### config.mk
export PLATFORM = sky130hd
export DESIGN_NAME = branch_predict_ctrl
export DESIGN_NICKNAME = d
export VERILOG_FILES = /design/src/rtl/branch_predict_ctrl.sv
export SDC_FILE = /design/constraint.sdc
export NUM_CORES = 1
export LEC_CHECK = 0
export ABC_AREA = 1
export CAP_MARGIN = 20
export CORE_MARGIN = 2
export CORE_UTILIZATION = 25
export CTS_CLUSTER_SIZE = 16
export DETAILED_ROUTE_END_ITERATION = 8
export DONT_BUFFER_PORTS = 1
export PLACE_DENSITY = 0.47
export SKIP_LAST_GASP = 1
export SLEW_MARGIN = 20
export SYNTH_ARGS = -nofsm -noshare
export SYNTH_HDL_FRONTEND = slang
export SYNTH_SLANG_ARGS = --single-unit
### constraint.sdc
create_clock -name i_clk -period 6.13 [get_ports i_clk]
set_clock_uncertainty 0.05 [all_clocks]
set_input_delay 0.9195 -clock i_clk [delete_from_list [all_inputs] [get_ports i_clk]]
set_output_delay 0.9195 -clock i_clk [all_outputs]
set_load 0.01 [all_outputs]
### src/rtl/branch_predict_ctrl.sv
// rtl/branch_predict_ctrl.sv - 2-bit counter branch predictor with EX resolution and redirect/flush sequencing
// Optional statistics counters enabled by defining BRANCH_STATS_EN.
module branch_predict_ctrl #(
    parameter int IDX_W     = 4,
    parameter int FLUSH_CYC = 2
) (
    input  logic        i_clk,
    input  logic        i_rst_n,
    input  logic [31:0] i_if_pc,
    output logic        o_pred_taken,
    input  logic        i_ex_valid,
    input  logic        i_ex_branch,
    input  logic [2:0]  i_ex_func3,
    input  logic        i_ex_zero,
    input  logic        i_ex_neg,
    input  logic        i_ex_pred_taken,
    input  logic [31:0] i_ex_pc,
    input  logic [31:0] i_ex_target,
    output logic        o_redirect,
    output logic [31:0] o_redirect_pc,
    output logic        o_flush
`ifdef BRANCH_STATS_EN
    ,
    output logic [31:0] o_stat_branches,
    output logic [31:0] o_stat_mispredicts
`endif
);

    localparam int DEPTH = 1 << IDX_W;

    typedef enum logic {ST_IDLE, ST_FLUSH} state_t;

    state_t               r_state;
    logic [3:0]           r_flush_cnt;
    logic [2*DEPTH-1:0]   r_table;

    logic [IDX_W-1:0]     w_if_idx;
    logic [IDX_W-1:0]     w_ex_idx;
    logic [1:0]           w_ex_cnt;
    logic [1:0]           w_next_cnt;
    logic                 w_actual;
    logic                 w_resolve;
    logic                 w_mispredict;
    logic                 w_unused_if_pc;

    assign w_if_idx       = i_if_pc[IDX_W+1:2];
    assign w_ex_idx       = i_ex_pc[IDX_W+1:2];
    assign w_unused_if_pc = ^{i_if_pc[31:IDX_W+2], i_if_pc[1:0]};

    // Counters are packed two bits per entry so reset and indexing stay single-driver.
    assign o_pred_taken = r_table[{w_if_idx, 1'b1}];
    assign w_ex_cnt     = r_table[{w_ex_idx, 1'b0} +: 2];

    always_comb begin
        w_actual = 1'b0;
        case (i_ex_func3[1:0])
            2'b00: w_actual = i_ex_zero;
            2'b01: w_actual = ~i_ex_zero;
            2'b10: w_actual = i_ex_neg;
            2'b11: w_actual = i_ex_zero | ~i_ex_neg;
        endcase
    end

    always_comb begin
        w_next_cnt = w_ex_cnt;
        if (w_actual && w_ex_cnt != 2'b11)
            w_next_cnt = w_ex_cnt + 2'd1;
        else if (!w_actual && w_ex_cnt != 2'b00)
            w_next_cnt = w_ex_cnt - 2'd1;
    end

    // Wrong-path instructions arrive while flushing, so resolution is gated on IDLE.
    assign w_resolve    = i_ex_valid & i_ex_branch & ~i_ex_func3[2] & (r_state == ST_IDLE);
    assign w_mispredict = w_resolve & (w_actual != i_ex_pred_taken);

    always_ff @(posedge i_clk or negedge i_rst_n) begin
        if (!i_rst_n) begin
            r_table <= {DEPTH{2'b01}};
        end else if (w_resolve) begin
            r_table[{w_ex_idx, 1'b0} +: 2] <= w_next_cnt;
        end
    end

    always_ff @(posedge i_clk or negedge i_rst_n) begin
        if (!i_rst_n) begin
            r_state       <= ST_IDLE;
            r_flush_cnt   <= 4'd0;
            o_redirect    <= 1'b0;
            o_redirect_pc <= 32'd0;
            o_flush       <= 1'b0;
        end else begin
            case (r_state)
                ST_IDLE: begin
                    if (w_mispredict) begin
                        r_state       <= ST_FLUSH;
                        o_redirect    <= 1'b1;
                        o_redirect_pc <= w_actual ? i_ex_target : i_ex_pc + 32'd4;
                        o_flush       <= 1'b1;
                        r_flush_cnt   <= 4'(FLUSH_CYC - 1);
                    end
                end
                ST_FLUSH: begin
                    o_redirect <= 1'b0;
                    if (r_flush_cnt == 4'd0) begin
                        r_state <= ST_IDLE;
                        o_flush <= 1'b0;
                    end else begin
                        r_flush_cnt <= r_flush_cnt - 4'd1;
                    end
                end
            endcase
        end
    end

`ifdef BRANCH_STATS_EN
    always_ff @(posedge i_clk or negedge i_rst_n) begin
        if (!i_rst_n) begin
            o_stat_branches    <= 32'd0;
            o_stat_mispredicts <= 32'd0;
        end else begin
            if (w_resolve)
                o_stat_branches <= o_stat_branches + 32'd1;
            if (w_mispredict)
                o_stat_mispredicts <= o_stat_mispredicts + 32'd1;
        end
    end
`endif

endmodule

# Word-level counts from Yosys, hierarchy flattened
# Index checks and enable logic that the tools add are counted.
dict set report word_totals {
  ff_bits 71
  inputBits 106
  wordCells 58
}
dict set report classes {
  addsub 5
  n_lt_le_gt_ge 1
  eq_ne 8
  shift 3
  n_mux 17
  bitwise 9
  n_reduce_logical 9
}
# cell n
set ops {}
lappend ops {{$add A32 B3 Y32 const B} 1}
lappend ops {{$bwmux W32} 1}
lappend ops {{$mux W32} 1}
lappend ops {{$shift A2 B7 Y32 const A} 1}
lappend ops {{$shiftx A2 B7 Y32} 1}
lappend ops {{$shiftx A32 B6 Y2} 1}
lappend ops {{$mux W4} 2}
lappend ops {{$pmux W4 S2} 1}
lappend ops {{$neg A5 Y7} 1}
lappend ops {{$lt A5 B6 Y1 const B} 1}
lappend ops {{$ne A2 B2 Y1 const B} 3}
lappend ops {{$pmux W1 S2} 3}
lappend ops {{$reduce_and A2 Y1} 3}
lappend ops {{$mux W1} 5}
lappend ops {{$and A1 B1 Y1} 4}
lappend ops {{$bmux W1 S4} 1}
lappend ops {{$eq A2 B2 Y1 const B} 2}
lappend ops {{$logic_not A4 Y1} 1}
lappend ops {{$mux W2} 2}
lappend ops {{$not A1 Y1} 4}
lappend ops {{$pmux W1 S4} 1}
lappend ops {{$sub A4 B1 Y4 const B} 1}
lappend ops {{$add A2 B1 Y2 const B} 1}
lappend ops {{$eq A2 B1 Y1 const B} 1}
lappend ops {{8 further kinds} 9}

# Longest topological paths before layout
# Gate-level depths: netlist of run 1.
dict set report logic_depth {
  word_depth 9
  mapped_depth 19
}

# Worst setup path after synthesis of run 1
# OpenSTA, ideal clock, no wires.
dict set report synth_timing {
  path_type {input to output}
  start {in i_if_pc[2]}
  end {out o_pred_taken}
  arrival_ns 1.946
  required_ns 5.160
  path_slack_ns 3.215
  stages 6
  n_path_buf 2
  path_cell_list {clkbuf_1 clkbuf_1 o21ai_0 o21ai_0 nor2_1 o31ai_1}
}
dict set report synth_via {
  elab_chain_len 2
}
# item line
set synth_rtl {}
lappend synth_rtl {{start, declared} 9} ;# input logic [31:0] i_if_pc,
lappend synth_rtl {{$bmux W1 S4} 51} ;# assign o_pred_taken = r_table[{w_if_idx, 1'b1}];
lappend synth_rtl {{$mux W1 (not written as such)} 51}
lappend synth_rtl {{end, declared} 10} ;# output logic o_pred_taken,
# Every way passes these cells. The select of a mux whose other input is x is not followed.

# Worst setup path in the final report of run 1
dict set report layout_timing {
  start {in i_ex_neg}
  end {reg o_redirect_pc[7]}
}
dict set report layout_via {
  elab_chain_len 6
}
# item line
set layout_rtl {}
lappend layout_rtl {{start, declared} 15} ;# input logic i_ex_neg,
lappend layout_rtl {{$not A1 Y1} 60} ;# 2'b11: w_actual = i_ex_zero | ~i_ex_neg;
lappend layout_rtl {{$or A1 B1 Y1} 60}
lappend layout_rtl {{$pmux W1 S4 (*)} 56} ;# case (i_ex_func3[1:0])
lappend layout_rtl {{$ne A1 B1 Y1} 74} ;# assign w_mispredict = w_resolve & (w_actual != i_ex_pred_taken);
lappend layout_rtl {{$and A1 B1 Y1} 74}
lappend layout_rtl {{$reduce_and A2 Y1 (no source line)} --}
lappend layout_rtl {{end signal, assigned} 97} ;# o_redirect_pc <= w_actual ? i_ex_target : i_ex_pc + 32'd4;
lappend layout_rtl {{end, declared} 20} ;# output logic [31:0] o_redirect_pc,
# Every way passes the cells marked *; elsewhere a longest branch is shown, timed or not.
# A chain may end at the register's enable or synchronous reset.

==> results, run 1 <==
- Hold timing on the final database bottoms out at a slack of 0.221 ns.
- The max-capacitance violation count is 0.
- The synthesized design contains 0 enable-type register cells.
- The minimum clock period after layout is 3.47 ns.
- At the pin with the least slew margin, the transition time is 0.680 ns.
- The most used standard cell by instance count after synthesis is sky130_fd_sc_hd__nand2_1.
- Measured along the x axis, the die boundary spans 142 um.
- The prevailing post-synth register cell is sky130_fd_sc_hd__dfrtp_1.
- For this configuration, the core starts out at a cell density of 25.4%.
- The half-perimeter wire length of the detailed placement result is 11,300 um.
- The flow ran to the end, and the final reports show no timing, DRC or antenna violations.
- The share of final-layout standard cells stronger than drive strength 1 is 7.96%.
- The chip height is 142 um.
- In this run the power spent charging and discharging nets is 0.000597 W.
- The data arrival time of the critical path is 3.69 ns.
- The number of endpoints failing setup at the final stage is 0.
- The worst register-to-register path begins at r_table[12].
- For this design, the sink count on the clock tree is 71.
- After synthesis the netlist holds a flip-flop and latch count of 71.
- By count the netlist is led by sky130_fd_sc_hd__nand2_1, sky130_fd_sc_hd__nor2_1, sky130_fd_sc_hd__inv_1, sky130_fd_sc_hd__dfrtp_1, sky130_fd_sc_hd__o21ai_0.
- The routed layout has 4,398 vias.
- The wire length per cell after detailed routing is 16.5 um.
- The final layout contains 788 nets.
- For flop-to-flop paths, the worst setup slack is 3.44 ns.
- The share of total power in sequential cells is 45.9%.
- The analysis attributes to cell leakage a power of 2.31 nW.
- The number of global-route vias before repair was 4,126.
- In the routed layout, each cell is associated on average with a via count of 4.82.
- By area the synthesized netlist is led by sky130_fd_sc_hd__dfrtp_1, sky130_fd_sc_hd__nand2_1, sky130_fd_sc_hd__dfstp_2, sky130_fd_sc_hd__nor2_1, sky130_fd_sc_hd__inv_1.
- The total of fill cells in the finished design is 2,076.
- The H-tree was split into 3 levels.
- The number of antenna violations at the first check in global routing came to 0.
- The final global-route overflow total is 0.
- Headroom to the max-slew limit came out at 54.7%.
- The longest clock path from root to sink contains 2 buffers.
- The number of buffers added by the clock tree synthesis step is 9.
- For the worst setup path, the data required time is 6.35 ns.
- In this run the worst path has a maximum fanout of 38.
- The worst-case IR drop observed on VDD is 0.115 mV.
- The number of placement rows is 50.
- The share of synthesized registers carrying an async set or reset is 100%.
- The synthesized design spends more area on one cell type than any other, namely sky130_fd_sc_hd__dfrtp_1.
- After synthesis, the largest area contributor takes up 29.1% of total cell area.
- The total area inside the core boundary comes to 18,600 sq um.
- Net switching is 34.7% of the power.
- The net count of the mapped netlist is 801.
- The CTS tree is built.
- The power per unit of standard cell area is 331 nW/um^2.
- The number of setup buffers added after CTS is 0.
- The post-cts repair resize count is 0.
- In the routed design, unresolved DRC markers number 0.
- The global placer's final weighted congestion is 0.889.
- The average instance in the mapped netlist occupies 6.90 sq um.
- Per report_power, the combinational group accounts for 20.7% of the total.
- The tightest min-delay check is of the in -> async type.
- The clock network fraction of design power is 33.4%.
- The hold-fix buffer count after cts is 0.
- The final-report hold violation count was 0.
- For this run, the number of Yosys warnings is 0.
- The count of TritonRoute iterations in the first routing pass is 5.
- At the later pin of the worst-skew pair, clock insertion delay measures 0.35 ns.
- Setup repair after global routing left no endpoint under its margin.
- Relative to the synthesized area, the layout overhead comes to 10.1%.
- Counting cells, the worst reg-to-reg path comes to 14.
- The worst setup path is launched from a primary input.
- The global-route wire length before repair is 23,800 um.
- The number of different library cells used by synthesis comes to 40.
- STA classifies the critical path endpoint as a register.
- The post-synthesis instance area is 4730 sq um.
- The first routing iteration left 282 violations.
- The master cell of the clock root buffer is sky130_fd_sc_hd__clkbuf_16.
- The capturing point of the worst reg2reg path is r_table[31].
- Entering global routing, the biggest net connects 72 pins.
- The max-slew violation count is 0.
- The synthesized instance count is 686.
- The total internal power is 0.00113 W.
- 141 I/O pins were placed.
- The routed wire length is 15,100 um.
- The critical path is of the in -> reg type.
- The count of nets left with antenna violations once routing finished came out at 0.
- After clock tree synthesis, the clock-pin slew on the worst setup and hold paths is 0.06 ns.
- The sequential element share of the synthesized area is 38.0%.
- The number of antenna repair diodes is 0.
- Static timing analysis puts the maximum clock frequency at 288 MHz.
- The number of buffers added on ports is 0.
- The total global routing track utilization is 15.4%.
- The die covers 20,000 sq um.
- After layout, the worst path uses 56.6% of the clock period.
- The final sum of negative setup slack is 0 ns.
flip-flops by register name, summed over array words and instances (netlist names):
| signal | flops |
|---|---|
| o_redirect | 1 |
| r_flush_cnt | 4 |
| o_flush | 1 |
| r_table | 32 |
| r_state | 1 |
| o_redirect_pc | 32 |
final cells by class:
type | instances | area (sq um) | area share (%)
tap | 234 | 293 | 5.62
sequential | 71 | 1800 | 34.5
clock buffer | 10 | 229 | 4.40
inverter | 78 | 293 | 5.62
clock inverter | 6 | 85.1 | 1.63
multi-input combinational | 513 | 2510 | 48.2
cell families (layout without fill, tap and decap cells):
kind of cell | count (synthesis) | after routing | share of synthesized area, %
AND/OR/NAND/NOR | 372 | 372 | 34.2
AO/OA/AOI/OAI | 117 | 117 | 13.7
buffers and inverters | 102 | 94 | 8.94
flip-flops | 71 | 71 | 38.0
XOR/XNOR | 15 | 15 | 2.78
adder cells (fa/ha/maj) | 9 | 9 | 2.38
power by group through the flow:
stage	combinational, W	clock, W	sequential (W)
2_1_floorplan	0.000299	0	0.000764
3_3_place_gp	0.000357	0	0.000799
3_5_place_dp	0.000363	0	0.000798
4_1_cts	0.000361	0.000590	0.000794
5_1_grt	0.000416	0.000612	0.000812
6_report	0.000357	0.000575	0.000791
metrics by stage:
step / power, W / area [sq um] / cells / util, % / setup WS (ns)
floorplan: 0.00106 / 4730 / 686 / - / 3.21
global placement: 0.00116 / 4890 / 896 / 26.3 / 2.24
detailed placement: 0.00116 / 4890 / 896 / 26.3 / 2.22
CTS: 0.00175 / 5210 / 912 / 27.9 / 2.58
global route: 0.00184 / 5210 / 912 / 27.9 / 2.22
finish: 0.00172 / 5210 / 912 / 27.9 / 2.66
per-layer routing:
metal	share of wire [%]	track usage (%)
met2	44	22.7
met3	6.0	3.78
met1	48	21.7
met5	0	0
met4	2.0	6.00
how the worst max path moves through the flow:
stage / slack, ns / from / end
global route: 2.22 / i_ex_neg / o_redirect_pc[10]
floorplan: 3.21 / i_if_pc[2] / o_pred_taken
CTS: 2.58 / i_ex_neg / o_redirect_pc[25]
detailed placement: 2.22 / i_ex_neg / o_redirect_pc[25]
finish: 2.66 / i_ex_neg / o_redirect_pc[7]
global placement: 2.24 / i_ex_zero / o_redirect_pc[26]
worst max-delay path, cell delays in order:
cell	delay, ns
sky130_fd_sc_hd__nand2_1	0.08
sky130_fd_sc_hd__o21ai_1	0.07
sky130_fd_sc_hd__nand2_1	0.14
sky130_fd_sc_hd__nand2_4	0.25
sky130_fd_sc_hd__inv_2	0.54
sky130_fd_sc_hd__nor2_1	0.08
sky130_fd_sc_hd__nor2_1	0.13
sky130_fd_sc_hd__nand2_2	0.39
sky130_fd_sc_hd__inv_2	0.66
sky130_fd_sc_hd__o21ai_0	0.18
sky130_fd_sc_hd__o21ai_0	0.18
layout by cell type (no fill, tap or decap), types with 5 or more instances in the layout:
cell	instances
sky130_fd_sc_hd__nor2_1	83
sky130_fd_sc_hd__o211ai_1	6
sky130_fd_sc_hd__a21oi_1	30
sky130_fd_sc_hd__xnor2_1	6
sky130_fd_sc_hd__nand2_1	183
sky130_fd_sc_hd__inv_2	6
sky130_fd_sc_hd__o21ai_0	54
sky130_fd_sc_hd__nand3_1	46
sky130_fd_sc_hd__nand4_1	15
sky130_fd_sc_hd__xor2_1	9
sky130_fd_sc_hd__clkbuf_16	9
sky130_fd_sc_hd__dfstp_2	16
sky130_fd_sc_hd__dfrtp_1	55
sky130_fd_sc_hd__nand3b_1	5
sky130_fd_sc_hd__inv_1	72
sky130_fd_sc_hd__a31oi_1	8
sky130_fd_sc_hd__nor3_1	17
sky130_fd_sc_hd__ha_1	9
sky130_fd_sc_hd__o21ai_1	6
sky130_fd_sc_hd__o21bai_1	5
No activity file was read; power rests on OpenSTA's default activity.
==> inputs of run 2 (changes only) <==
--- a/config.mk
+++ b/config.mk
@@ -5,14 +5,14 @@
 export SDC_FILE = /design/constraint.sdc
 export NUM_CORES = 1
 export LEC_CHECK = 0
-export ABC_AREA = 1
+export ABC_AREA = 0
 export CAP_MARGIN = 20
 export CORE_MARGIN = 2
 export CORE_UTILIZATION = 25
 export CTS_CLUSTER_SIZE = 16
 export DETAILED_ROUTE_END_ITERATION = 8
 export DONT_BUFFER_PORTS = 1
-export PLACE_DENSITY = 0.47
+export PLACE_DENSITY = 0.49
 export SKIP_LAST_GASP = 1
 export SLEW_MARGIN = 20
 export SYNTH_ARGS = -nofsm -noshare
==> constraint.sdc (replaced) <==
create_clock -name i_clk -period 2.9 [get_ports i_clk]
set_clock_uncertainty 0.05 [all_clocks]
set_input_delay 0.435 -clock i_clk [delete_from_list [all_inputs] [get_ports i_clk]]
set_output_delay 0.435 -clock i_clk [all_outputs]
set_load 0.01 [all_outputs]
==> run 2 against run 1 <==
  * Total power rose by 100%
  * Sequential share of layout area rose by 0.32 points
  * Core utilization rose by 0.89 points
  * Global-route usage fell by 1.9 points
  * Via count fell by 18%
  * Final area fell by 0.91%
  * Wire length fell by 15%
  * Combinational power rose by 90%
  * Sequential cell count did not move
  * Setup slack got worse by 2.6 ns
  * Largest cell class unchanged
==> results, run 2 <==
- The cell at the slowest stage of the critical path is sky130_fd_sc_hd__o31ai_1.
- The number of register bits inferred by synthesis is 71 (unchanged).
- The number of different library cells in the post-synthesis netlist is 66 (+65%).
- The static power due to leakage is 2.03 nW (-12%).
- The half-perimeter wire length of the detailed placement result is 9720 um (-14%).
- The final standard cell count with taps included and fillers excluded was 707 (-22%).
- The violation count after the first detailed-route iteration came to 207 (-27%).
- The worst path setup slack after routing is 0.0830 ns (-2.58 ns).
- The chip height is 139 um (-1.9%).
- The global-route wire length before repair is 20,500 um (-14%).
- The clock edge transition at the registers on the reported setup and hold paths is 0.06 ns (about the same).
- The category of the worst setup path launch point is a register.
- The max-slew violation count was 0 (unchanged).
- The number of global-route vias before repair came to 3,650 (-12%).
- The slew at the pin closest to its max-slew limit is 0.787 ns (+0.108 ns).
- The total of fill cells in the finished design is 1,907 (-8.1%).
- The post-synthesis average cell area is 9.67 sq um (+40%).
- The power per unit of standard cell area came to 674 nW/um^2 (+100%).
- The pre-CTS worst setup slack is 0.0551 ns (-2.16 ns).
- The area occupied by multi-input gates is 2570 sq um (+2.4%).
- Of all cell types, the one taking the most synthesized area is sky130_fd_sc_hd__dfrtp_1.
- The clock network fraction of design power is 34.4% (+1.0 points).
- The post-route antenna net violation count was 0 (unchanged).
- The count of TritonRoute iterations in the first routing pass was 4 (-1).
- The number of placement rows was 49 (-2.0%).
- The largest registers in the layout are o_redirect_pc (32), r_table (32), r_flush_cnt (4).
- The largest vdd supply drop is 0.288 mV (+150%).
- The flow ran to the end, and the final reports show no timing, DRC or antenna violations.
- The horizontal die dimension is 139 um (-1.9%).
- The share of total power in sequential cells was 46.2% (+0.3 points).
- The starting utilization of the core area came to 25.4% (about the same).
- The largest net degree at the start of global routing is 72 (unchanged).
- The number of buffers added by the clock tree synthesis step is 9 (unchanged).
- The insertion delay to the later sink of the worst-skew pair is 0.34 ns (about the same).
- After synthesis, the most frequently instantiated cells are sky130_fd_sc_hd__nand2_1, sky130_fd_sc_hd__dfrtp_1, sky130_fd_sc_hd__nand3_1, sky130_fd_sc_hd__nor2_1, sky130_fd_sc_hd__o21ai_0.
- After detailed routing, no signal wire sits above met4.
- The number of instances in the placed design came to 689 (-23%).
- The net count reported at finish is 588 (-25%).
- The number of antenna violations at the first check in global routing is 0 (unchanged).
- The detailed-route wire length on metal 1 is 5500 um (-24%).
- The clock sink count is 71 (unchanged).
- The CTS tree is built.
- Setup repair after global routing left no endpoint under its margin.
- The critical path is of the reg -> reg type.
- The sequential cell area in the final layout is 1800 sq um (unchanged).
- The critical path's largest stage delay is 0.53 ns (-0.13 ns).
- The utilization of the core after routing is 28.8% (+0.89 points).
- The endpoint required time on the critical path is 3.07 ns (-3.28 ns).
- Timing would allow up to 355 MHz.
- The net count of the mapped netlist came to 585 (-27%).
- Leaving out fill and tap cells, the most frequent cell in the layout is sky130_fd_sc_hd__nand2_1.
- The most used standard cell by instance count after synthesis is sky130_fd_sc_hd__nand2_1.
- The number of design rule violations left after detail routing came to 0 (unchanged).
- The reported net switching power is 0.00114 W (+91%).
- The total global routing track utilization is 13.5% (-1.9 points).
- The sequential element share of the synthesized area came to 39.5% (+1.6 points).
- The number of flops mapped to enable cells by yosys is 0 (unchanged).
- The top cell type's share of synthesized area is 30.3% (+1.2 points).
- Leaving out fill and tap cells, the most frequent cells in the layout are sky130_fd_sc_hd__nand2_1, sky130_fd_sc_hd__dfrtp_1, sky130_fd_sc_hd__nand3_1.
- The total of warnings raised by yosys came to 0 (unchanged).
- The floorplan die area came to 19,300 sq um (-3.9%).
- The prevailing post-synth register cell is sky130_fd_sc_hd__dfrtp_1.
- The part of the power in combinational logic is 19.4% (-1.3 points).
- The master cell of the clock root buffer is sky130_fd_sc_hd__clkbuf_16.
- The path class of the tightest hold or removal check is in -> reg.
- The minimum clock period after layout is 2.82 ns.
- The total internal power is 0.00234 W (+110%).
- The routed wire length was 12,800 um (-15%).
- The maximum count of clock buffers along a single path was 2 (unchanged).
- The family of cells with the greatest summed delay on the critical path is compound AO/OA/AOI/OAI gates.
- The final-report hold violation count was 0 (unchanged).
- The kind of end point of the critical path is a register.
- The share of synthesized registers carrying an async set or reset came to 100% (unchanged).
- The synthesized instance count came to 470 (-31%).
- The number of buffer and inverter stages on the critical path is 1 (-1).
- The H-tree level count is 3 (unchanged).
- The worst relative slew slack was 47.5% (-7.2 points).
- The wire length per cell after detailed routing is 18.0 um (+9.1%).
- The largest fanout on the critical path is 4 (-89%).
- Sorting the synthesized cells by area gives the leading types as sky130_fd_sc_hd__dfrtp_1, sky130_fd_sc_hd__dfstp_2, sky130_fd_sc_hd__mux4_2, sky130_fd_sc_hd__nand2_1, sky130_fd_sc_hd__xnor2_1.
- The number of endpoints failing setup at the final stage is 0 (unchanged).
- The floorplan core area came to 17,900 sq um (-4.0%).
- The max-capacitance violation count came to 0 (unchanged).
- The routed length on met3 was 972 um (+8.0%).
- The part of the cycle the worst path needs is 97.1%.
- The global placer's final weighted congestion is 0.793 (-11%).
- The final global-route overflow total is 0 (unchanged).
- Walking the worst path, the cells encountered are mux4_2, and2_4, a211oi_4, a31oi_4, inv_1, ha_1, o31ai_1, nor3_1, mux2_1.
- The number of antenna repair diodes is 0 (unchanged).
- The final sum of negative setup slack is 0 ns (unchanged).
- The switching share of total power is 32.7% (-2.0 points).
- The number of buffers added on ports came to 0 (unchanged).
- The post-synthesis instance area came to 4540 sq um (-4.0%).
- The post-route worst hold slack is 0.150 ns (-0.0702 ns).
- The total length of routed met2 wires came to 6110 um (-7.7%).
- The data arrival time of the critical path is 2.99 ns (-0.70 ns).
- The total via count after detailed routing is 3,616 (-18%).
- From synthesis to final layout, the design area changed by 13.6%.
- The mean number of vias per cell is 5.11 (+6.1%).
- The share of final-layout standard cells stronger than drive strength 1 is 19.5% (+11 points).
- The I/O pin count is 141 (unchanged).
==> run 2: area by class of cell <==
type / count / share of cell area [%]
tap: 229 / 5.55
clock inverter: 6 / 1.67
sequential: 71 / 34.8
clock buffer: 10 / 4.44
multi-input combinational: 363 / 49.9
inverter: 15 / 1.09
timing repair buffer: 13 / 2.57
==> run 2: power groups by stage <==
stage | combinational (W) | sequential (W) | clock, W
6_report | 0.000677 | 0.00161 | 0.00120
3_3_place_gp | 0.000630 | 0.00162 | 0
2_1_floorplan | 0.000552 | 0.00155 | 0
4_1_cts | 0.000687 | 0.00161 | 0.00123
5_1_grt | 0.000776 | 0.00164 | 0.00127
3_5_place_dp | 0.000657 | 0.00163 | 0
==> run 2: logic make-up (layout without fill, tap and decap cells) <==
family                     Yosys count  after routing  synth area share (%)
xor gates and xnor gates            32             32                  6.58
DFF                                 71             71                  39.5
AOI/OAI and AO/OA                  108            108                  17.0
buffers and inverters               36             44                  4.18
adders and majority gates            9              9                  2.48
muxes                               30             30                  10.4
and+or+nand+nor                    184            184                  19.8
==> run 2: worst paths after layout <==
path | end | cells past startpoint | from | slack [ns]
max | r_table[31] | 9 | r_table[10] | 0.08
min | o_redirect_pc[30] | 1 | i_ex_pred_taken | 0.15
max reg2reg | r_table[31] | 9 | r_table[10] | 0.08
min reg2reg | r_table[0] | 2 | r_table[0] | 0.42
max in group asynchronous | r_table[16] | 2 | i_rst_n | 1.88
min in group asynchronous | r_table[15] | 2 | i_rst_n | 0.59
==> run 2: routing by layer <==
metal,global-route usage [%],vias up
li1,-,1709
met1,16.8,1787
met2,22.0,104
met3,4.56,16
met4,4.84,0
met5,0,-
==> run 2: timing repair <==
item / CTS / global route
hold endpoints to repair: 71 / 0
gates resized for setup: 0 / 1
buffers inserted: 0 / 0
hold buffers: 2 / 0
endpoints found under the setup margin: 0 / 1
==> run 2: per-stage QoR <==
step	cell area [sq um]	power [W]
after floorplan	4540	0.00210
after global placement	4810	0.00225
after detailed placement	4810	0.00228
after CTS	5160	0.00353
after global routing	5160	0.00369
final	5160	0.00348
==> inputs of run 3 (changes only) <==
--- a/config.mk
+++ b/config.mk
@@ -6,13 +6,12 @@
 export NUM_CORES = 1
 export LEC_CHECK = 0
 export ABC_AREA = 0
-export CAP_MARGIN = 20
 export CORE_MARGIN = 2
 export CORE_UTILIZATION = 25
 export CTS_CLUSTER_SIZE = 16
 export DETAILED_ROUTE_END_ITERATION = 8
 export DONT_BUFFER_PORTS = 1
-export PLACE_DENSITY = 0.49
+export PLACE_DENSITY = 0.48
 export SKIP_LAST_GASP = 1
 export SLEW_MARGIN = 20
 export SYNTH_ARGS = -nofsm -noshare
==> run 3 against run 2 <==
  * Register-to-register slack better by 0.11 ns
  * Clock-buffer cell count is 2 higher
  * Final area is 0.46% lower
  * Hold slack better by 0.0070 ns
  * Total power is 1.9% lower
  * Global-route usage is 0.13 points lower
  * Critical path depth is 3 higher
  * Die area stayed put
  * Sequential cell count stayed put
  * Maximum frequency is 4.1% higher
  * Sequential power hardly changed
  * Critical endpoint is now r_table[13]
  * Largest cell class unchanged
  * Largest power group unchanged
==> results, run 3 (synthesis results as in run 2) <==
- The total global routing track utilization was 13.4% (-0.13 points).
- Setup repair after global routing left no endpoint under its margin.
- The largest vdd supply drop is 0.298 mV (+3.6%).
- The worst flop-to-flop path startpoint is r_table[8].
- The capturing point of the worst reg2reg path is r_table[13].
- The largest net degree at the start of global routing is 72 (unchanged).
- The total placed instance area was 4790 sq um (-0.31%).
- The part of the cycle the worst path needs was 93.3% (-3.8 points).
- The net count reported at finish is 587 (-0.17%).
- The number of endpoints failing setup at the final stage came to 0 (unchanged).
- The starting utilization of the core area is 25.4% (unchanged).
- The global placer's final weighted congestion is 0.815 (+2.8%).
- The run finished with clean final reports.
- The global-route wire length before repair is 20,200 um (-1.1%).
- The cell at the slowest stage of the critical path is sky130_fd_sc_hd__mux4_2.
- The master cell of the clock root buffer is sky130_fd_sc_hd__clkbuf_16.
- The floorplan core area is 17,900 sq um (unchanged).
- The horizontal die dimension was 139 um (unchanged).
- The number of global-route vias before repair came to 3,508 (-3.9%).
- The capture endpoint of the worst hold path is o_redirect_pc[30].
- STA classifies the critical path startpoint as a register.
- The utilization of the core after routing is 28.7% (-0.13 points).
- The achievable clock frequency is 369 MHz (+4.1%).
- The largest fanout on the critical path is 8 (+4).
- The chip height was 139 um (unchanged).
- The data arrival time of the critical path is 2.90 ns (-0.09 ns).
- The area occupied by multi-input gates is 2580 sq um (+0.29%).
- The routed wire length came to 12,800 um (+0.32%).
- The slew at the pin closest to its max-slew limit is 0.702 ns (-0.0857 ns).
- The number of placement rows is 49 (unchanged).
- The min-delay analysis places its worst path in the category in -> reg.
- The number of buffers added by the clock tree synthesis step came to 9 (unchanged).
- The critical path is of the reg -> reg type.
- The total via count after detailed routing is 3,594 (-0.61%).
- The final standard cell count with taps included and fillers excluded is 706 (-0.14%).
- The number of antenna repair diodes came to 0 (unchanged).
- The hold path depth came to 1 (unchanged).
- Leaving out fill and tap cells, the most frequent cell in the layout is sky130_fd_sc_hd__nand2_1.
- The violation count after the first detailed-route iteration was 144 (-30%).
- The sequential cell area in the final layout is 1800 sq um (unchanged).
- The endpoint required time on the critical path is 3.09 ns (+0.02 ns).
- The worst relative slew slack is 52.9% (+5.5 points).
- The clock edge transition at the registers on the reported setup and hold paths is 0.06 ns (about the same).
- The depth of the most critical reg-to-reg path came to 12 (+3).
- The minimum clock period after layout was 2.71 ns (-0.110 ns).
- The max-slew violation count came to 0 (unchanged).
- The number of design rule violations left after detail routing was 0 (unchanged).
- The maximum count of clock buffers along a single path is 2 (unchanged).
- The final instance area is 5140 sq um (-0.46%).
- The final global-route overflow total is 0 (unchanged).
- The worst reg-to-reg setup slack was 0.19 ns (+0.11 ns).
- The number of instances in the placed design is 688 (-0.15%).
- The insertion delay to the later sink of the worst-skew pair is 0.34 ns (about the same).
- The critical path's largest stage delay is 0.44 ns (-0.09 ns).
- The half-perimeter wire length of the detailed placement result is 9680 um (-0.46%).
- The largest registers in the layout are o_redirect_pc (32), r_table (32), r_flush_cnt (4).
- The I/O pin count is 141 (unchanged).
- TritonCTS built the clock tree.
- The floorplan die area is 19,300 sq um (unchanged).
- The static power due to leakage is 2.03 nW (-0.30%).
- The number of antenna violations at the first check in global routing is 0 (unchanged).
- The total of fill cells in the finished design came to 1,868 (-2.0%).
- The max-capacitance violation count was 0 (unchanged).
- The share of final-layout standard cells stronger than drive strength 1 is 19.7% (+0.25 points).
- The mean number of vias per cell is 5.09 (-0.47%).
- The top cell types in the final layout, fill and taps aside, are sky130_fd_sc_hd__nand2_1, sky130_fd_sc_hd__dfrtp_1, sky130_fd_sc_hd__nand3_1.
- The kind of end point of the critical path is a register.
- The power per unit of standard cell area came to 664 nW/um^2 (-1.5%).
- The clock sink count is 71 (unchanged).
- In this run the most critical hold path is launched from i_ex_pred_taken.
- The layout overhead on the synthesized area is 13.1%.
- The critical path goes through mux4_2, and2_4, a211oi_4, a31oi_4, inv_1, ha_1, nor2b_1, o21ai_0, o31ai_1, buf_4, or2_4, o41ai_1.
- The wire length per cell after detailed routing came to 18.1 um (+0.46%).
- The post-route antenna net violation count came to 0 (unchanged).
- The number of buffers added on ports is 0 (unchanged).
- The count of TritonRoute iterations in the first routing pass was 4 (unchanged).
- The final-report hold violation count is 0 (unchanged).
- The H-tree level count is 3 (unchanged).
==> run 3: per-layer routing <==
metal	up-vias	global-route usage, %	routed length, um
met5	-	0	0
met1	1762	16.9	5620
met3	14	4.87	1070
met2	122	21.1	5920
li1	1696	-	-
met4	0	5.10	192
==> run 3: worst max-delay path: cells and delay by family, from the launching register on <==
family                     cells  cell delay (ns)
adders and majority gates      1             0.24
and+or+nand+nor                3             0.58
muxes                          1             0.44
DFF                            1             0.37
buffers and inverters          2             0.22
AOI/OAI and AO/OA              5             0.70
==> run 3: area by class of cell <==
type / instances / area share, %
tap: 229 / 5.58
clock buffer: 12 / 4.80
inverter: 15 / 1.10
clock inverter: 4 / 0.877
sequential: 71 / 35.0
timing repair buffer: 12 / 2.44
multi-input combinational: 363 / 50.2
==> run 3: what timing repair did <==
action,CTS,global route
buffers inserted,0,0
hold buffers,2,0
endpoints found under the hold margin,71,0
endpoints found under the setup margin,0,10
gates resized for setup,0,4
==> run 3: how the worst max path moves through the flow <==
stage | slack, ns | cells past startpoint | from | to
after floorplan | 0.1 | 13 | i_ex_pc[2] | r_table[13]
after global placement | 0.04 | 12 | i_ex_pc[2] | r_table[13]
after detailed placement | -0.007 | 12 | i_ex_pc[2] | r_table[29]
after global routing | 0.05 | 12 | r_table[0] | r_table[13]
final | 0.19 | 12 | r_table[8] | r_table[13]
after CTS | 0.09 | 12 | r_table[8] | r_table[29]
==> run 3: report_power, final <==
| group | total [W] | leakage (nW) | internal, W | switching, W |
|---|---|---|---|---|
| combinational | 0.000675 | 1.02 | 0.000310 | 0.000364 |
| sequential | 0.00161 | 0.856 | 0.00128 | 0.000330 |
| clock | 0.00113 | 0.146 | 0.000686 | 0.000440 |
| total | 0.00341 | 2.03 | 0.00228 | 0.00113 |
==> run 3: stage by stage <==
stage | power, W | worst slack (ns) | TNS, ns | hold slack, ns
CTS | 0.00345 | 0.0858 | 0 | 0.144
floorplan | 0.00210 | 0.0991 | 0 | 0.0894
finish | 0.00341 | 0.193 | 0 | 0.157
global placement | 0.00225 | 0.0424 | 0 | 0.0910
global route | 0.00362 | 0.0502 | 0 | 0.157
detailed placement | 0.00228 | -0.00698 | -0.00698 | 0.0909
